==> config.mk <==
export PLATFORM = sky130hd
export DESIGN_NAME = sclk_rate_monitor_flat
export DESIGN_NICKNAME = d
export VERILOG_FILES = /design/src/rtl/sclk_rate_monitor_if.sv /design/src/rtl/sclk_rate_monitor.sv /design/src/flat_wrapper.sv
export SDC_FILE = /design/constraint.sdc
export NUM_CORES = 1
export LEC_CHECK = 0
export ABC_CLOCK_PERIOD_IN_PS = 5600
export BUFFER_PORTS_ARGS = -buffer_cell sky130_fd_sc_hd__buf_4
export CAP_MARGIN = 20
export CORE_MARGIN = 10
export CORE_UTILIZATION = 51
export CTS_BUF_LIST = sky130_fd_sc_hd__clkbuf_4
export CTS_CLUSTER_SIZE = 16
export DETAILED_ROUTE_END_ITERATION = 8
export PLACE_DENSITY_LB_ADDON = 0.3
export RECOVER_POWER = 50
export SLEW_MARGIN = 20
export SYNTH_ARGS = -nofsm -noshare
export SYNTH_HDL_FRONTEND = slang
export SYNTH_SLANG_ARGS = --single-unit
==> constraint.sdc <==
create_clock -name CLK -period 5.6 [get_ports CLK]
set_clock_uncertainty 0.15 [all_clocks]
set_input_delay 0.28 -clock CLK [delete_from_list [all_inputs] [get_ports CLK]]
set_output_delay 0.28 -clock CLK [all_outputs]
set_load 0.05 [all_outputs]
==> src/rtl/sclk_rate_monitor_if.sv <==
// Bundle of SCLK monitor signals: the monitored clock and clear in, measurement/status out.
// HP_MIN/HP_MAX exist only when SCLK_MON_MINMAX_EN is defined.
interface sclk_rate_monitor_if;
   logic        SCLK_IN;
   logic        CLR;
   logic        EDGE_STB;
   logic [31:0] HALF_PERIOD;
   logic [2:0]  RATE_CODE;
   logic        LOCKED;
   logic        STALLED;
   logic        MATCH_ERR;
`ifdef SCLK_MON_MINMAX_EN
   logic [31:0] HP_MIN;
   logic [31:0] HP_MAX;
`endif

   modport master (
      output SCLK_IN, CLR,
      input  EDGE_STB, HALF_PERIOD, RATE_CODE, LOCKED, STALLED, MATCH_ERR
`ifdef SCLK_MON_MINMAX_EN
      , input HP_MIN, HP_MAX
`endif
   );

   modport slave (
      input  SCLK_IN, CLR,
      output EDGE_STB, HALF_PERIOD, RATE_CODE, LOCKED, STALLED, MATCH_ERR
`ifdef SCLK_MON_MINMAX_EN
      , output HP_MIN, HP_MAX
`endif
   );
endinterface

==> src/rtl/sclk_rate_monitor.sv <==
// Measures the half-period of an asynchronous SCLK in CLK cycles, decodes the 3-bit rate
// code, and reports lock/stall. SCLK_MON_MINMAX_EN adds min/max half-period tracking.
module sclk_rate_monitor #(
   parameter int unsigned BASE_HALF  = 50000000,
   parameter int unsigned TOL_SHIFT  = 4,
   parameter int unsigned LOCK_COUNT = 3,
   parameter int unsigned TIMEOUT    = 4 * (BASE_HALF + 1)
) (
   input  logic               CLK,
   input  logic               RST_N,
   sclk_rate_monitor_if.slave mon
);
   localparam int MCW = $clog2(LOCK_COUNT + 1);

   typedef enum logic [1:0] {IDLE, MEASURE, LOCK, STALL} state_e;

   state_e         state_q, state_d;
   logic           s1_q, s2_q, s3_q;
   logic           edge_q, edge_d;
   logic [31:0]    cnt_q, cnt_d;
   logic [31:0]    hp_q, hp_d;
   logic [2:0]     code_q, code_d;
   logic [2:0]     last_q, last_d;
   logic [MCW-1:0] mcnt_q, mcnt_d, mcnt_inc;
   logic           err_q, err_d;
   logic [33:0]    meas;
   logic           hit;
   logic [2:0]     hit_code;
`ifdef SCLK_MON_MINMAX_EN
   logic [31:0]    min_q, min_d, max_q, max_d;
`endif

   function automatic logic in_window(input logic [33:0] m, input int n);
      logic [33:0] tgt, tol;
      tgt = {2'b0, BASE_HALF >> n} + 34'd1;
      tol = {2'b0, (BASE_HALF >> n) >> TOL_SHIFT};
      return (m + tol >= tgt) && (m <= tgt + tol);
   endfunction

   // Walk downward so the lowest matching code is the one left standing.
   always_comb begin
      meas     = {2'b0, cnt_q} + 34'd1;
      hit      = 1'b0;
      hit_code = '0;
      for (int n = 7; n >= 0; n--) begin
         if (in_window(meas, n)) begin
            hit      = 1'b1;
            hit_code = 3'(n);
         end
      end
   end

   always_comb begin
      state_d = state_q;
      edge_d  = s2_q ^ s3_q;
      cnt_d   = (&cnt_q) ? cnt_q : cnt_q + 32'd1;
      hp_d    = hp_q;
      code_d  = code_q;
      last_d  = last_q;
      mcnt_d  = mcnt_q;
      err_d   = 1'b0;
`ifdef SCLK_MON_MINMAX_EN
      min_d   = min_q;
      max_d   = max_q;
`endif
      if (mcnt_q != '0 && hit_code == last_q)
         mcnt_inc = (mcnt_q == MCW'(LOCK_COUNT)) ? mcnt_q : mcnt_q + 1'b1;
      else
         mcnt_inc = MCW'(1);

      if (edge_q) begin
         cnt_d = '0;
         case (state_q)
            IDLE, STALL: state_d = MEASURE;
            default: begin
               hp_d = (&cnt_q) ? cnt_q : cnt_q + 32'd1;
`ifdef SCLK_MON_MINMAX_EN
               if (hp_d < min_q) min_d = hp_d;
               if (hp_d > max_q) max_d = hp_d;
`endif
               if (!hit) begin
                  err_d   = 1'b1;
                  mcnt_d  = '0;
                  state_d = MEASURE;
               end else begin
                  mcnt_d = mcnt_inc;
                  last_d = hit_code;
                  if (state_q == MEASURE && mcnt_inc == MCW'(LOCK_COUNT)) begin
                     state_d = LOCK;
                     code_d  = hit_code;
                  end else if (state_q == LOCK && hit_code != last_q) begin
                     state_d = MEASURE;
                  end
               end
            end
         endcase
      end else if (state_q != STALL && cnt_d >= TIMEOUT - 1) begin
         state_d = STALL;
         mcnt_d  = '0;
      end

      // Clear leaves the synchronizer alone so a level change in flight is not lost.
      if (mon.CLR) begin
         state_d = IDLE;
         edge_d  = 1'b0;
         cnt_d   = '0;
         hp_d    = '0;
         code_d  = '0;
         last_d  = '0;
         mcnt_d  = '0;
         err_d   = 1'b0;
`ifdef SCLK_MON_MINMAX_EN
         min_d   = '1;
         max_d   = '0;
`endif
      end
   end

   always_ff @(posedge CLK or negedge RST_N) begin
      if (!RST_N) begin
         s1_q    <= 1'b0;
         s2_q    <= 1'b0;
         s3_q    <= 1'b0;
         state_q <= IDLE;
         edge_q  <= 1'b0;
         cnt_q   <= '0;
         hp_q    <= '0;
         code_q  <= '0;
         last_q  <= '0;
         mcnt_q  <= '0;
         err_q   <= 1'b0;
`ifdef SCLK_MON_MINMAX_EN
         min_q   <= '1;
         max_q   <= '0;
`endif
      end else begin
         s1_q    <= mon.SCLK_IN;
         s2_q    <= s1_q;
         s3_q    <= s2_q;
         state_q <= state_d;
         edge_q  <= edge_d;
         cnt_q   <= cnt_d;
         hp_q    <= hp_d;
         code_q  <= code_d;
         last_q  <= last_d;
         mcnt_q  <= mcnt_d;
         err_q   <= err_d;
`ifdef SCLK_MON_MINMAX_EN
         min_q   <= min_d;
         max_q   <= max_d;
`endif
      end
   end

   assign mon.EDGE_STB    = edge_q;
   assign mon.HALF_PERIOD = hp_q;
   assign mon.RATE_CODE   = code_q;
   assign mon.LOCKED      = (state_q == LOCK);
   assign mon.STALLED     = (state_q == STALL);
   assign mon.MATCH_ERR   = err_q;
`ifdef SCLK_MON_MINMAX_EN
   assign mon.HP_MIN      = min_q;
   assign mon.HP_MAX      = max_q;
`endif
endmodule

==> src/flat_wrapper.sv <==
// flat-port wrapper written by rule: the top's interface ports become plain ports
module sclk_rate_monitor_flat 
#(
   parameter int unsigned BASE_HALF  = 50000000,
   parameter int unsigned TOL_SHIFT  = 4,
   parameter int unsigned LOCK_COUNT = 3,
   parameter int unsigned TIMEOUT    = 4 * (BASE_HALF + 1)
)
  (CLK, RST_N, mon_SCLK_IN, mon_CLR, mon_EDGE_STB, mon_HALF_PERIOD, mon_RATE_CODE, mon_LOCKED, mon_STALLED, mon_MATCH_ERR);
  sclk_rate_monitor_if mon_i ();
  input  logic CLK;
  input  logic RST_N;
  input wire logic [$bits(mon_i.SCLK_IN)-1:0] mon_SCLK_IN;
  input wire logic [$bits(mon_i.CLR)-1:0] mon_CLR;
  output wire logic [$bits(mon_i.EDGE_STB)-1:0] mon_EDGE_STB;
  output wire logic [$bits(mon_i.HALF_PERIOD)-1:0] mon_HALF_PERIOD;
  output wire logic [$bits(mon_i.RATE_CODE)-1:0] mon_RATE_CODE;
  output wire logic [$bits(mon_i.LOCKED)-1:0] mon_LOCKED;
  output wire logic [$bits(mon_i.STALLED)-1:0] mon_STALLED;
  output wire logic [$bits(mon_i.MATCH_ERR)-1:0] mon_MATCH_ERR;
  assign mon_i.SCLK_IN = mon_SCLK_IN;
  assign mon_i.CLR = mon_CLR;
  assign mon_EDGE_STB = mon_i.EDGE_STB;
  assign mon_HALF_PERIOD = mon_i.HALF_PERIOD;
  assign mon_RATE_CODE = mon_i.RATE_CODE;
  assign mon_LOCKED = mon_i.LOCKED;
  assign mon_STALLED = mon_i.STALLED;
  assign mon_MATCH_ERR = mon_i.MATCH_ERR;
  sclk_rate_monitor #(.BASE_HALF(BASE_HALF), .TOL_SHIFT(TOL_SHIFT), .LOCK_COUNT(LOCK_COUNT), .TIMEOUT(TIMEOUT)) u_core (.CLK(CLK), .RST_N(RST_N), .mon(mon_i));
endmodule
### After elaboration in Yosys (flattened, before gate mapping)

Cells that the tools add are included.

* logic and storage cells: 126
* bits in registers: 79
* output and inout bits: 39
* input bits: 4

* add/sub/neg operators: 11
* order comparisons: 17
* reductions and logical operators: 25
* mux-type cells: 50
* bitwise logic cells: 1
* equal/unequal tests: 11

Operator list (count)
* two-way mux 32 bit: 6
* two-way mux 3 bit: 17
* adder 34 x 15 -> 34 bit (second input constant): 1
* adder 34 x 16 -> 34 bit (second input constant): 1
* adder 34 x 17 -> 34 bit (second input constant): 1
* adder 34 x 18 -> 34 bit (second input constant): 1
* adder 34 x 19 -> 34 bit (second input constant): 1
* adder 34 x 20 -> 34 bit (second input constant): 1
* adder 34 x 21 -> 34 bit (second input constant): 1
* adder 34 x 22 -> 34 bit (second input constant): 1
* greater-or-equal comparator 34 x 19 -> 1 bit (second input constant): 1
* greater-or-equal comparator 34 x 20 -> 1 bit (second input constant): 1
* greater-or-equal comparator 34 x 21 -> 1 bit (second input constant): 1
* greater-or-equal comparator 34 x 22 -> 1 bit (second input constant): 1
* greater-or-equal comparator 34 x 23 -> 1 bit (second input constant): 1
* greater-or-equal comparator 34 x 24 -> 1 bit (second input constant): 1
* greater-or-equal comparator 34 x 25 -> 1 bit (second input constant): 1
* greater-or-equal comparator 34 x 26 -> 1 bit (second input constant): 1
* less-or-equal comparator 34 x 19 -> 1 bit (second input constant): 1
* less-or-equal comparator 34 x 20 -> 1 bit (second input constant): 1
* less-or-equal comparator 34 x 21 -> 1 bit (second input constant): 1
* less-or-equal comparator 34 x 22 -> 1 bit (second input constant): 1
* less-or-equal comparator 34 x 23 -> 1 bit (second input constant): 1
* less-or-equal comparator 34 x 24 -> 1 bit (second input constant): 1
* other kinds (25): 70

### Depth between registers and ports, before layout

Gate-level depths: netlist of run 1.

* word-level depth: 22
* gate-level depth with buffers: 23
* mapped depth without buffers: 20

### Worst setup path after synthesis of run 1

OpenSTA, ideal clock, no wires.

* path type: register to register
* start point: register u_core.cnt_q[2]
* end point: register u_core.state_q[1]
* path buffers: 4
* period minus slack after synthesis: 5.474 ns
* data required time: 5.364 ns
* library setup time: 0.086 ns
* arrival: 5.238 ns
* cell stages (with the launch flop): 22
* setup slack: 0.126 ns
* cells stage by stage: dfrtp_1 -> buf_2 -> and3_1 -> buf_2 -> buf_2 -> xnor2_1 -> ha_1 -> buf_1 -> inv_1 -> a2111oi_0 -> a21oi_1 -> o31ai_2 -> nor2_1 -> or3_1 -> a32o_1 -> nor4_1 -> a31oi_1 -> a2111oi_2 -> xnor2_1 -> o31a_1 -> or3_1 -> a32oi_1

* word-level cells in the longest chain between the ends: 22
* elaborated cells on any way between the ends: 69
* classes of those cells: 10 x add/sub; 17 x order compare; 4 x eq/ne; 23 x mux; 15 x reduce/logical

RTL lines
* start: declaration: RTL line sclk_rate_monitor.sv:20 `logic [31:0] cnt_q, cnt_d;`
* start signal: assignment: RTL line sclk_rate_monitor.sv:142 `cnt_q <= cnt_d;`
* adder 32 x 1 -> 33 bit: RTL line sclk_rate_monitor.sv:42 `meas = {2'b0, cnt_q} + 34'd1;`
* adder 34 x 15 -> 34 bit: RTL line sclk_rate_monitor.sv:37 `return (m + tol >= tgt) && (m <= tgt + tol);`
* greater-or-equal comparator 34 x 19 -> 1 bit: RTL line sclk_rate_monitor.sv:37
* logical AND 1 bit: RTL line sclk_rate_monitor.sv:37
* two-way mux 3 bit (8 in series): RTL line sclk_rate_monitor.sv:46 `if (in_window(meas, n)) begin`
* == test 3 bit: RTL line sclk_rate_monitor.sv:66 `if (mcnt_q != '0 && hit_code == last_q)`
* logical AND 1 bit: RTL line sclk_rate_monitor.sv:66
* two-way mux 2 bit: RTL line sclk_rate_monitor.sv:66
* == test 2 bit: RTL line sclk_rate_monitor.sv:88 `if (state_q == MEASURE && mcnt_inc == MCW'(LOCK_COUNT)) begin`
* logical AND 1 bit: RTL line sclk_rate_monitor.sv:88
* two-way mux 2 bit: RTL line sclk_rate_monitor.sv:88
* two-way mux 2 bit: RTL line sclk_rate_monitor.sv:81 `if (!hit) begin`
* two-way mux 2 bit: RTL line sclk_rate_monitor.sv:73 `case (state_q)`
* two-way mux 2 bit: RTL line sclk_rate_monitor.sv:71 `if (edge_q) begin`
* two-way mux 2 bit: RTL line sclk_rate_monitor.sv:103 `if (mon.CLR) begin`
* end signal: assignment: RTL line sclk_rate_monitor.sv:140 `state_q <= state_d;`
* end: declaration: RTL line sclk_rate_monitor.sv:17 `state_e state_q, state_d;`

Parallel ways exist; a longest one is shown, timed or not.
A chain may end at the register's enable or synchronous reset.

### Worst setup path in the final report of run 1

* start point: register u_core.cnt_q[0]
* end point: register u_core.code_q[0], in the netlist u_core.mon.RATE_CODE[0]

* word-level cells in the longest chain between the ends: 19
* elaborated cells on any way between the ends: 62
* classes of those cells: 9 x add/sub; 16 x order compare; 2 x eq/ne; 22 x mux; 13 x reduce/logical

RTL lines
* adder 32 x 1 -> 33 bit (*): RTL line sclk_rate_monitor.sv:42
* adder 34 x 15 -> 34 bit: RTL line sclk_rate_monitor.sv:37
* greater-or-equal comparator 34 x 19 -> 1 bit: RTL line sclk_rate_monitor.sv:37
* logical AND 1 bit: RTL line sclk_rate_monitor.sv:37
* two-way mux 3 bit (8 in series): RTL line sclk_rate_monitor.sv:46
* == test 3 bit: RTL line sclk_rate_monitor.sv:66
* logical AND 1 bit: RTL line sclk_rate_monitor.sv:66
* two-way mux 2 bit: RTL line sclk_rate_monitor.sv:66
* == test 2 bit: RTL line sclk_rate_monitor.sv:88
* logical AND 1 bit: RTL line sclk_rate_monitor.sv:88
* nonzero test 2 bit (no source line)
* AND reduction 4 bit (no source line)
* end signal: assignment: RTL line sclk_rate_monitor.sv:144 `code_q <= code_d;`
* end: declaration: RTL line sclk_rate_monitor.sv:22 `logic [2:0] code_q, code_d;`

Mark *: on every way between the ends. The rest lies on a longest branch, timed or not. The select of a mux whose other input is x is not followed.

==> out/results.txt, run 1 <==
Crit path DAT: 5.91 ns
Proportion of layout cells with a drive suffix above 1: 27.2%
Die outline width: 163 um
Number of H-tree levels: 3
Critical path's most frequent cell: sky130_fd_sc_hd__buf_4
Die Y-Extent: 163 um
Number of warning messages in the yosys log: 0
Synth Net Count: 1464
Overall via count from detail_route: 14100
Placed instance count: 1864
Summed negative setup slack over all endpoints: -0.0608 ns
Buffer cell driving the clock tree root: sky130_fd_sc_hd__clkbuf_4
Kind of cell with the highest combined delay on the critical path: compound AO/OA/AOI/OAI gates
Slew headroom: -102%
Routed length per placed instance: 27.3 um
Portion of synthesized cell area occupied by the leading cell type: 19.0%
Cells after Synth: 1444
Crit path launch type: flop
Number of register bits inferred by synthesis: 79
Worst Max-Slew Pin Slew: 3.03 ns
Count of antenna-violating nets left after detailed routing: 0
Final critical-path share of the clock period: 100%
Unique cell type count in the Yosys netlist: 90
Min-delay worst type: flop to flop
Clock transition time at the flip-flop clock pins of the worst setup and hold paths: 0.16 ns
Worst-path fanout max: 16
Ys async rst share: 100%
Highest attainable clock frequency: 178 MHz
Total power after layout: 1.22 mW
CTS Buf Count: 9
Post-Route WL: 52.4 mm
Total core area: 0.0202 mm2
Violated checks: max-capacitance violations, max-slew violations, negative setup slack
Adder-cell share of the synthesized area: 1.93%
Fin nets: 1660
Via density: 7.38
Portion of netlist area occupied by mux cells: 1.58%
Status: complete, but fails checks
Critical path required time: 5.88 ns
Total die area: 0.0265 mm2
Kind of critical path: flop to flop
Final-report hold violation count: 0
Overall track demand over capacity in global routing: 36.7%
Critical Path Slowest Stage Cell: sky130_fd_sc_hd__a2111oi_1
Final Worst Setup Slack: -0.0278 ns
Avg Cell Area, Syn: 7.20 um2
Half-perimeter wire length after detailed placement: 39.3 mm
P per Cell Area: 91.1 mW/mm2
Number of antenna violations at the first check in global routing: 1
Remaining design rule violation count: 0
Max-cap check violation count: 2
Number of iterations in the first detailed-routing pass: 7
Crit-path cells: buf_4 -> buf_8 -> nand4_1 -> buf_6 -> nor4_2 -> buf_4 -> xnor2_2 -> nand4_1 -> buf_4 -> buf_4 -> a2111oi_1 -> a2111o_1 -> o41ai_1 -> nand4_1 -> o211ai_1 -> o2111a_1 -> buf_4 -> a2111o_1 -> xor2_1 -> nor4b_4 -> buf_4 -> nand4_1 -> a21oi_2
Largest vdd supply drop: 0.116 mV
Register area share after synthesis: 19.0%
Starting density of the core: 51.5%
Via count of the first global-routing pass: 12900
Insertion delay to the later sink of the worst-skew pair: 0.52 ns
Simple-gate portion of the synthesized area: 32.1%
Pin count of the biggest net entering global routing: 58
Final core utilization: 66.3%
Sequential standard cell area: 0.00199 mm2
Clock tree from TritonCTS: yes
Area leader, netlist: sky130_fd_sc_hd__dfrtp_1
Synth Area in XOR/XNOR: 6.57%
I/O Pins: 43
Largest stage delay, worst path: 0.48 ns
Number of design-rule violations left by the first detailed-router iteration: 2774
Number of input and output port buffers inserted: 42
Top FF cell, synth: sky130_fd_sc_hd__dfrtp_1
Num Clock Sinks: 79
Count of standard-cell rows: 52
Min Clock Period, post-route: 5.63 ns
Grt ovf: 0
Synthesis-to-finish area growth: 28.7%
Main combinational cell family by area after synthesis: compound AO/OA/AOI/OAI gates
Max Root-Sink Buffers: 2
Global-route wire length before repair: 76.8 mm
Post-synthesis instance area: 0.0104 mm2
Category of the worst setup path capture point: flop
Number of setup violations in the final report: 4
Filler cells: 1797
Weighted congestion reported at the end of routability-driven placement: 1.16
Final Max Tran Viols: 58
Area of the multi-input gates: 0.00850 mm2
Cell types occupying the most area after synthesis: sky130_fd_sc_hd__dfrtp_1 (19%), sky130_fd_sc_hd__a21oi_1 (6.8%), sky130_fd_sc_hd__xnor2_1 (5.1%)
Post-synthesis compound-gate area fraction: 33.4%
Post-layout instance count excluding filler cells: 1916
Buffer and inverter count on the worst path: 8
Number of enable-type register cells in the synthesized netlist: 0
Static Leak: 5.56 nW
==> cell type report <==
type,instances,area share [%]
tap,270,2.53
timing repair buffer,303,17.2
antenna,1,0.0187
clock buffer,9,0.505
inverter,19,0.533
multi-input combinational,1228,63.5
sequential,79,14.9
clock inverter,7,0.814
==> flip-flops by register name, summed over array words and instances (netlist names) <==
signal	cells
u_core.cnt_q	32
u_core.mon.HALF_PERIOD	32
u_core.last_q	3
u_core.mon.RATE_CODE	3
u_core.mcnt_q	2
u_core.state_q	2
u_core.mon.EDGE_STB	1
u_core.mon.MATCH_ERR	1
u_core.s1_q	1
u_core.s2_q	1
u_core.s3_q	1
==> timing repair <==
action                                 CTS  global route
setup endpoints to repair                7            11
hold buffers                             3             0
setup buffers                            0            32
endpoints found under the hold margin   29             0
resized for setup                       16           139
pin swaps                                0            27
cloned                                   0             0
==> cell usage in the layout, fill, tap and decap left out, types with 19 or more instances in the layout <==
| cell | instances |
|---|---|
| sky130_fd_sc_hd__nand4_1 | 57 |
| sky130_fd_sc_hd__nor2_1 | 103 |
| sky130_fd_sc_hd__and3_1 | 22 |
| sky130_fd_sc_hd__nand3_1 | 62 |
| sky130_fd_sc_hd__nand2_1 | 116 |
| sky130_fd_sc_hd__a21oi_1 | 138 |
| sky130_fd_sc_hd__a31oi_1 | 21 |
| sky130_fd_sc_hd__a21o_1 | 37 |
| sky130_fd_sc_hd__nor4_1 | 28 |
| sky130_fd_sc_hd__nor3_1 | 50 |
| sky130_fd_sc_hd__inv_1 | 19 |
| sky130_fd_sc_hd__o211ai_1 | 23 |
| sky130_fd_sc_hd__clkbuf_1 | 25 |
| sky130_fd_sc_hd__xnor2_1 | 55 |
| sky130_fd_sc_hd__dfrtp_1 | 66 |
| sky130_fd_sc_hd__buf_4 | 258 |
| sky130_fd_sc_hd__o21ai_0 | 71 |
==> metal layers <==
layer	track usage (%)	wire, um	vias to the layer above
met5	0	0	-
met4	12.5	2060	0
met3	11.5	7960	214
met2	51.3	21300	1231
met1	52.0	21100	6701
li1	-	-	6003
==> stage by stage <==
stage / setup slack (ns) / hold WS, ns / instance area, um2
2_1_floorplan: 0.126 / -0.166 / 10400
5_1_grt: -0.107 / 0.243 / 13400
3_3_place_gp: -0.128 / 0.0539 / 12300
4_1_cts: 0.00185 / 0.0104 / 12600
3_5_place_dp: -0.281 / 0.0559 / 12300
6_report: -0.0278 / 0.223 / 13400
==> cell usage after synthesis (17+ instances only) <==
library cell	instances
sky130_fd_sc_hd__a21oi_1	141
sky130_fd_sc_hd__nand2_1	118
sky130_fd_sc_hd__nor2_1	110
sky130_fd_sc_hd__dfrtp_1	79
sky130_fd_sc_hd__clkbuf_1	78
sky130_fd_sc_hd__o21ai_0	78
sky130_fd_sc_hd__nand3_1	71
sky130_fd_sc_hd__xnor2_1	61
sky130_fd_sc_hd__nand4_1	57
sky130_fd_sc_hd__nor3_1	55
sky130_fd_sc_hd__nor4_1	38
sky130_fd_sc_hd__a21o_1	37
sky130_fd_sc_hd__a31oi_1	24
sky130_fd_sc_hd__and3_1	23
sky130_fd_sc_hd__buf_2	23
sky130_fd_sc_hd__o211ai_1	23
sky130_fd_sc_hd__inv_1	19
sky130_fd_sc_hd__or3_1	19
sky130_fd_sc_hd__a211oi_1	17
sky130_fd_sc_hd__and2_1	17
sky130_fd_sc_hd__o31ai_1	17
sky130_fd_sc_hd__xor2_1	17
==> path summary, 6_finish.rpt <==
path / startpoint / to / slack [ns] / cells after the start
worst max-delay path: u_core.cnt_q[0]$_DFF_PN0_ / u_core.mon.RATE_CODE[0]$_DFFE_PN0P_ / -0.03 / 23
worst min-delay path: u_core.s1_q$_DFF_PN0_ / u_core.s2_q$_DFF_PN0_ / 0.22 / 0
worst max register to register: u_core.cnt_q[0]$_DFF_PN0_ / u_core.mon.RATE_CODE[0]$_DFFE_PN0P_ / -0.03 / 23
worst min register to register: u_core.s1_q$_DFF_PN0_ / u_core.s2_q$_DFF_PN0_ / 0.22 / 0
max in group asynchronous: RST_N / u_core.cnt_q[3]$_DFF_PN0_ / 1.00 / 3
min in group asynchronous: RST_N / u_core.cnt_q[28]$_DFF_PN0_ / 0.50 / 2
==> where the power goes <==
part,internal [mW],switching (mW),leakage [nW]
Clock,0.192,0.292,0.0950
Sequential,0.577,0.00602,1.07
Combinational,0.0443,0.107,4.40
Total,0.813,0.406,5.56
==> kinds of logic after synthesis <==
kind of cell,after synthesis
simple gates,606
compound gates,512
buf+inv,137
flops,79
xor+xnor,78
mux,16
fa+ha+maj,16
==> worst register-to-register path, delay by kind of cell (launching register included) <==
family	cells	cell delay, ns
AOI/OAI and AO/OA	7	1.80
and+or+nand+nor	6	1.30
buffers and inverters	8	1.48
DFF	1	0.46
xor gates and xnor gates	2	0.39
No activity file was read; power rests on OpenSTA's default activity.
==> run 2: changes to the inputs <==
--- a/config.mk
+++ b/config.mk
@@ -5,6 +5,7 @@
 export SDC_FILE = /design/constraint.sdc
 export NUM_CORES = 1
 export LEC_CHECK = 0
+export ABC_AREA = 1
 export ABC_CLOCK_PERIOD_IN_PS = 5600
 export BUFFER_PORTS_ARGS = -buffer_cell sky130_fd_sc_hd__buf_4
 export CAP_MARGIN = 20
==> run 2 against run 1 <==
  * The run ends with max-capacitance violations, max-slew violations left
  * Setup slack improved by 0.61 ns
  * Critical path depth is the same
  * Sequential share of layout area up 0.64 points
  * First-iteration DRC count decreased by 19%
  * Cell count up 33%
  * Die area increased by 14%
  * Sequential power hardly changed
==> out/results.txt, run 2 <==
Status: complete, but fails checks
Violated checks: max-capacitance violations, max-slew violations
Overall via count from detail_route: 15400 (+8.6%)
Commonest cells after routing, fill and taps aside: sky130_fd_sc_hd__nand2_1 (764), sky130_fd_sc_hd__nor2_1 (337), sky130_fd_sc_hd__nand3_1 (277)
Max Root-Sink Buffers: 2 (unchanged)
Min Clock Period, post-route: 5.02 ns (-0.605 ns)
Critical path required time: 5.74 ns (-0.14 ns)
Number of iterations in the first detailed-routing pass: 6 (-1)
Total number of cells along the worst setup path: 23 (unchanged)
Number of setup violations in the final report: 0 (-4)
Summed negative setup slack over all endpoints: 0 ns (+0.0608 ns)
Cell types occupying the most area after synthesis: sky130_fd_sc_hd__nand2_1 (24%), sky130_fd_sc_hd__dfrtp_1 (16%), sky130_fd_sc_hd__nand3_1 (12%)
Post-layout instance count excluding filler cells: 2552 (+33%)
Register area share after synthesis: 16.5% (-2.5 points)
Proportion of layout cells with a drive suffix above 1: 10.6% (-17 points)
Placed instance count: 2528 (+36%)
Total die area: 0.0301 mm2 (+14%)
Unrepaired setup endpoints after global routing: false
Remaining design rule violation count: 0 (unchanged)
Count of antenna-violating nets left after detailed routing: 0 (unchanged)
Buffer and inverter count on the worst path: 3 (-5)
Clock transition time at the flip-flop clock pins of the worst setup and hold paths: 0.13 ns (-0.03 ns)
Post-route cell area: 0.0127 mm2 (-4.9%)
Largest vdd supply drop: 0.196 mV (+69%)
Crit path DAT: 5.17 ns (-0.74 ns)
Max-cap check violation count: 1 (-1)
Via density: 6.02 (-18%)
CTS Buf Count: 9 (unchanged)
Grt ovf: 0 (unchanged)
Kind of critical path: flop to flop
Critical path's most frequent cell: sky130_fd_sc_hd__nand2_1
Highest attainable clock frequency: 199 MHz (+12%)
Cells after Synth: 2202 (+52%)
Critical Path Slowest Stage Cell: sky130_fd_sc_hd__o41ai_1
Cell types with the highest counts after synthesis: sky130_fd_sc_hd__nand2_1 (765), sky130_fd_sc_hd__nor2_1 (337), sky130_fd_sc_hd__nand3_1 (277), sky130_fd_sc_hd__inv_1 (160), sky130_fd_sc_hd__o21ai_0 (81)
Unique cell type count in the Yosys netlist: 47 (-48%)
Min-delay worst type: flop to flop
Routed length per placed instance: 20.4 um (-25%)
Post-Route WL: 52.1 mm (-0.59%)
Crit Reg-Reg Startpoint: u_core.cnt_q[0]$_DFF_PN0_
Die Y-Extent: 173 um (+6.5%)
Crit-path cells: ha_1 -> nand2_2 -> nor2_4 -> nand3_4 -> inv_2 -> nand3_1 -> nand2_1 -> buf_4 -> nand2_1 -> nor2_1 -> nand2_1 -> o41ai_1 -> nand2_1 -> nand2_1 -> inv_2 -> nand4_1 -> nand2_1 -> nor2_4 -> nand3_2 -> nand2_1 -> nand2_2 -> nand2_1 -> o31ai_1
Overall track demand over capacity in global routing: 33.2% (-3.6 points)
Global-route wire length before repair: 79.8 mm (+3.9%)
Total power after layout: 0.988 mW (-19%)
Number of H-tree levels: 3 (unchanged)
Via count of the first global-routing pass: 14400 (+12%)
Leading cell type in the layout, fill and taps excluded: sky130_fd_sc_hd__nand2_1
Weighted congestion reported at the end of routability-driven placement: 1.07 (-8.0%)
Total cell area at the placement stage: 0.0126 mm2 (+2.2%)
Crit path launch type: flop
Final Max Tran Viols: 80 (+38%)
Category of the worst setup path capture point: flop
Total core area: 0.0233 mm2 (+16%)
Area leader, netlist: sky130_fd_sc_hd__nand2_1
Area of the multi-input gates: 0.00888 mm2 (+4.5%)
Top FF cell, synth: sky130_fd_sc_hd__dfrtp_1
Number of warning messages in the yosys log: 0 (unchanged)
Number of enable-type register cells in the synthesized netlist: 0 (unchanged)
Logic depth of the worst register-to-register path: 23 (unchanged)
Largest stage delay, worst path: 0.62 ns (+0.14 ns)
Starting density of the core: 51.4% (-0.091 points)
Synth Net Count: 2222 (+52%)
Half-perimeter wire length after detailed placement: 41.0 mm (+4.4%)
Final-report hold violation count: 0 (unchanged)
Portion of synthesized cell area occupied by the leading cell type: 23.9% (+4.9 points)
Post-synthesis instance area: 0.0120 mm2 (+15%)
Num Clock Sinks: 79 (unchanged)
Final critical-path share of the clock period: 89.7% (-11 points)
Worst-path fanout max: 11 (-5)
Static Leak: 6.71 nW (+21%)
Pin count of the biggest net entering global routing: 80 (+38%)
I/O Pins: 43 (unchanged)
Clock tree from TritonCTS: yes
Number of design-rule violations left by the first detailed-router iteration: 2236 (-19%)
Number of input and output port buffers inserted: 42 (unchanged)
Synthesis-to-finish area growth: 5.95%
Insertion delay to the later sink of the worst-skew pair: 0.44 ns (-0.08 ns)
Slew headroom: -169% (-67 points)
Kind of cell with the highest combined delay on the critical path: simple AND/OR/NAND/NOR gates
Fin nets: 2247 (+35%)
Crit path launch: u_core.cnt_q[0]$_DFF_PN0_
Die outline width: 173 um (+6.5%)
Top-count cell post-synth: sky130_fd_sc_hd__nand2_1
Number of register bits inferred by synthesis: 79 (unchanged)
Number of antenna violations at the first check in global routing: 1 (unchanged)
Buffer cell driving the clock tree root: sky130_fd_sc_hd__clkbuf_4
P per Cell Area: 77.7 mW/mm2 (-15%)
Worst reg2reg path endpoint: u_core.mon.RATE_CODE[2]$_DFFE_PN0P_
CP Capture Point: u_core.mon.RATE_CODE[2]$_DFFE_PN0P_
Count of standard-cell rows: 56 (+7.7%)
Reg-to-reg setup timing slack: 0.58 ns (+0.61 ns)
Worst Max-Slew Pin Slew: 4.04 ns (+1.00 ns)
Filler cells: 2578 (+43%)
Ys async rst share: 100% (unchanged)
Sequential standard cell area: 0.00198 mm2 (-0.82%)
Avg Cell Area, Syn: 5.45 um2 (-24%)
## run 2: final cells by class
type                    count  area share (%)
multi-input cells        1856            69.8
well taps                 319            3.14
flip-flops and latches     79            15.5
inverters                 191            5.67
clock buffers               9           0.531
clock inverters             7           0.384
diodes                      1          0.0197
repair buffers             90            4.87
## run 2: per-stage QoR
step	hold WS, ns	util [%]	worst slack [ns]
after floorplan	-0.166	-	1.71
after CTS	0.217	54.6	0.469
after global routing	0.230	54.5	0.0875
final	0.213	54.5	0.577
after detailed placement	0.191	54.0	0.498
after global placement	0.185	54.0	0.599
## run 2: logic make-up after synthesis
family | share of synthesized area (%)
fa+ha+maj | 1.67
flops | 16.5
buf+inv | 9.60
simple gates | 60.1
compound gates | 8.02
xor+xnor | 4.15
## run 2: what timing repair did
item	CTS	global route
setup buffers	0	4
setup endpoints to repair	0	5
gates resized for setup	0	2
endpoints found under the hold margin	81	0
hold buffers	3	0
## run 2: where the power goes
group	total, mW	internal [mW]	leakage, nW	switching, mW
combinational	0.114	0.0241	5.57	0.0902
sequential	0.583	0.577	1.09	0.00660
clock	0.291	0.0907	0.0560	0.200
total	0.988	0.691	6.71	0.297
## run 2: routing by layer
metal	GRT usage, %	vias to the layer above	wire length, um
met5	0	-	0
met4	15.7	0	2480
met3	5.21	178	6150
met2	52.1	1001	22600
met1	43.6	7018	20900
li1	-	7165	-
## run 2: how the worst min path moves through the flow
| stage | start | to | cells after the start |
|---|---|---|---|
| detailed placement | u_core.s1_q$_DFF_PN0_ | u_core.s2_q$_DFF_PN0_ | 0 |
| finish | u_core.s1_q$_DFF_PN0_ | u_core.s2_q$_DFF_PN0_ | 0 |
| global placement | u_core.s1_q$_DFF_PN0_ | u_core.s2_q$_DFF_PN0_ | 0 |
| global route | u_core.s1_q$_DFF_PN0_ | u_core.s2_q$_DFF_PN0_ | 0 |
| floorplan | RST_N | u_core.cnt_q[0]$_DFF_PN0_ | 0 |
| CTS | u_core.s1_q$_DFF_PN0_ | u_core.s2_q$_DFF_PN0_ | 0 |
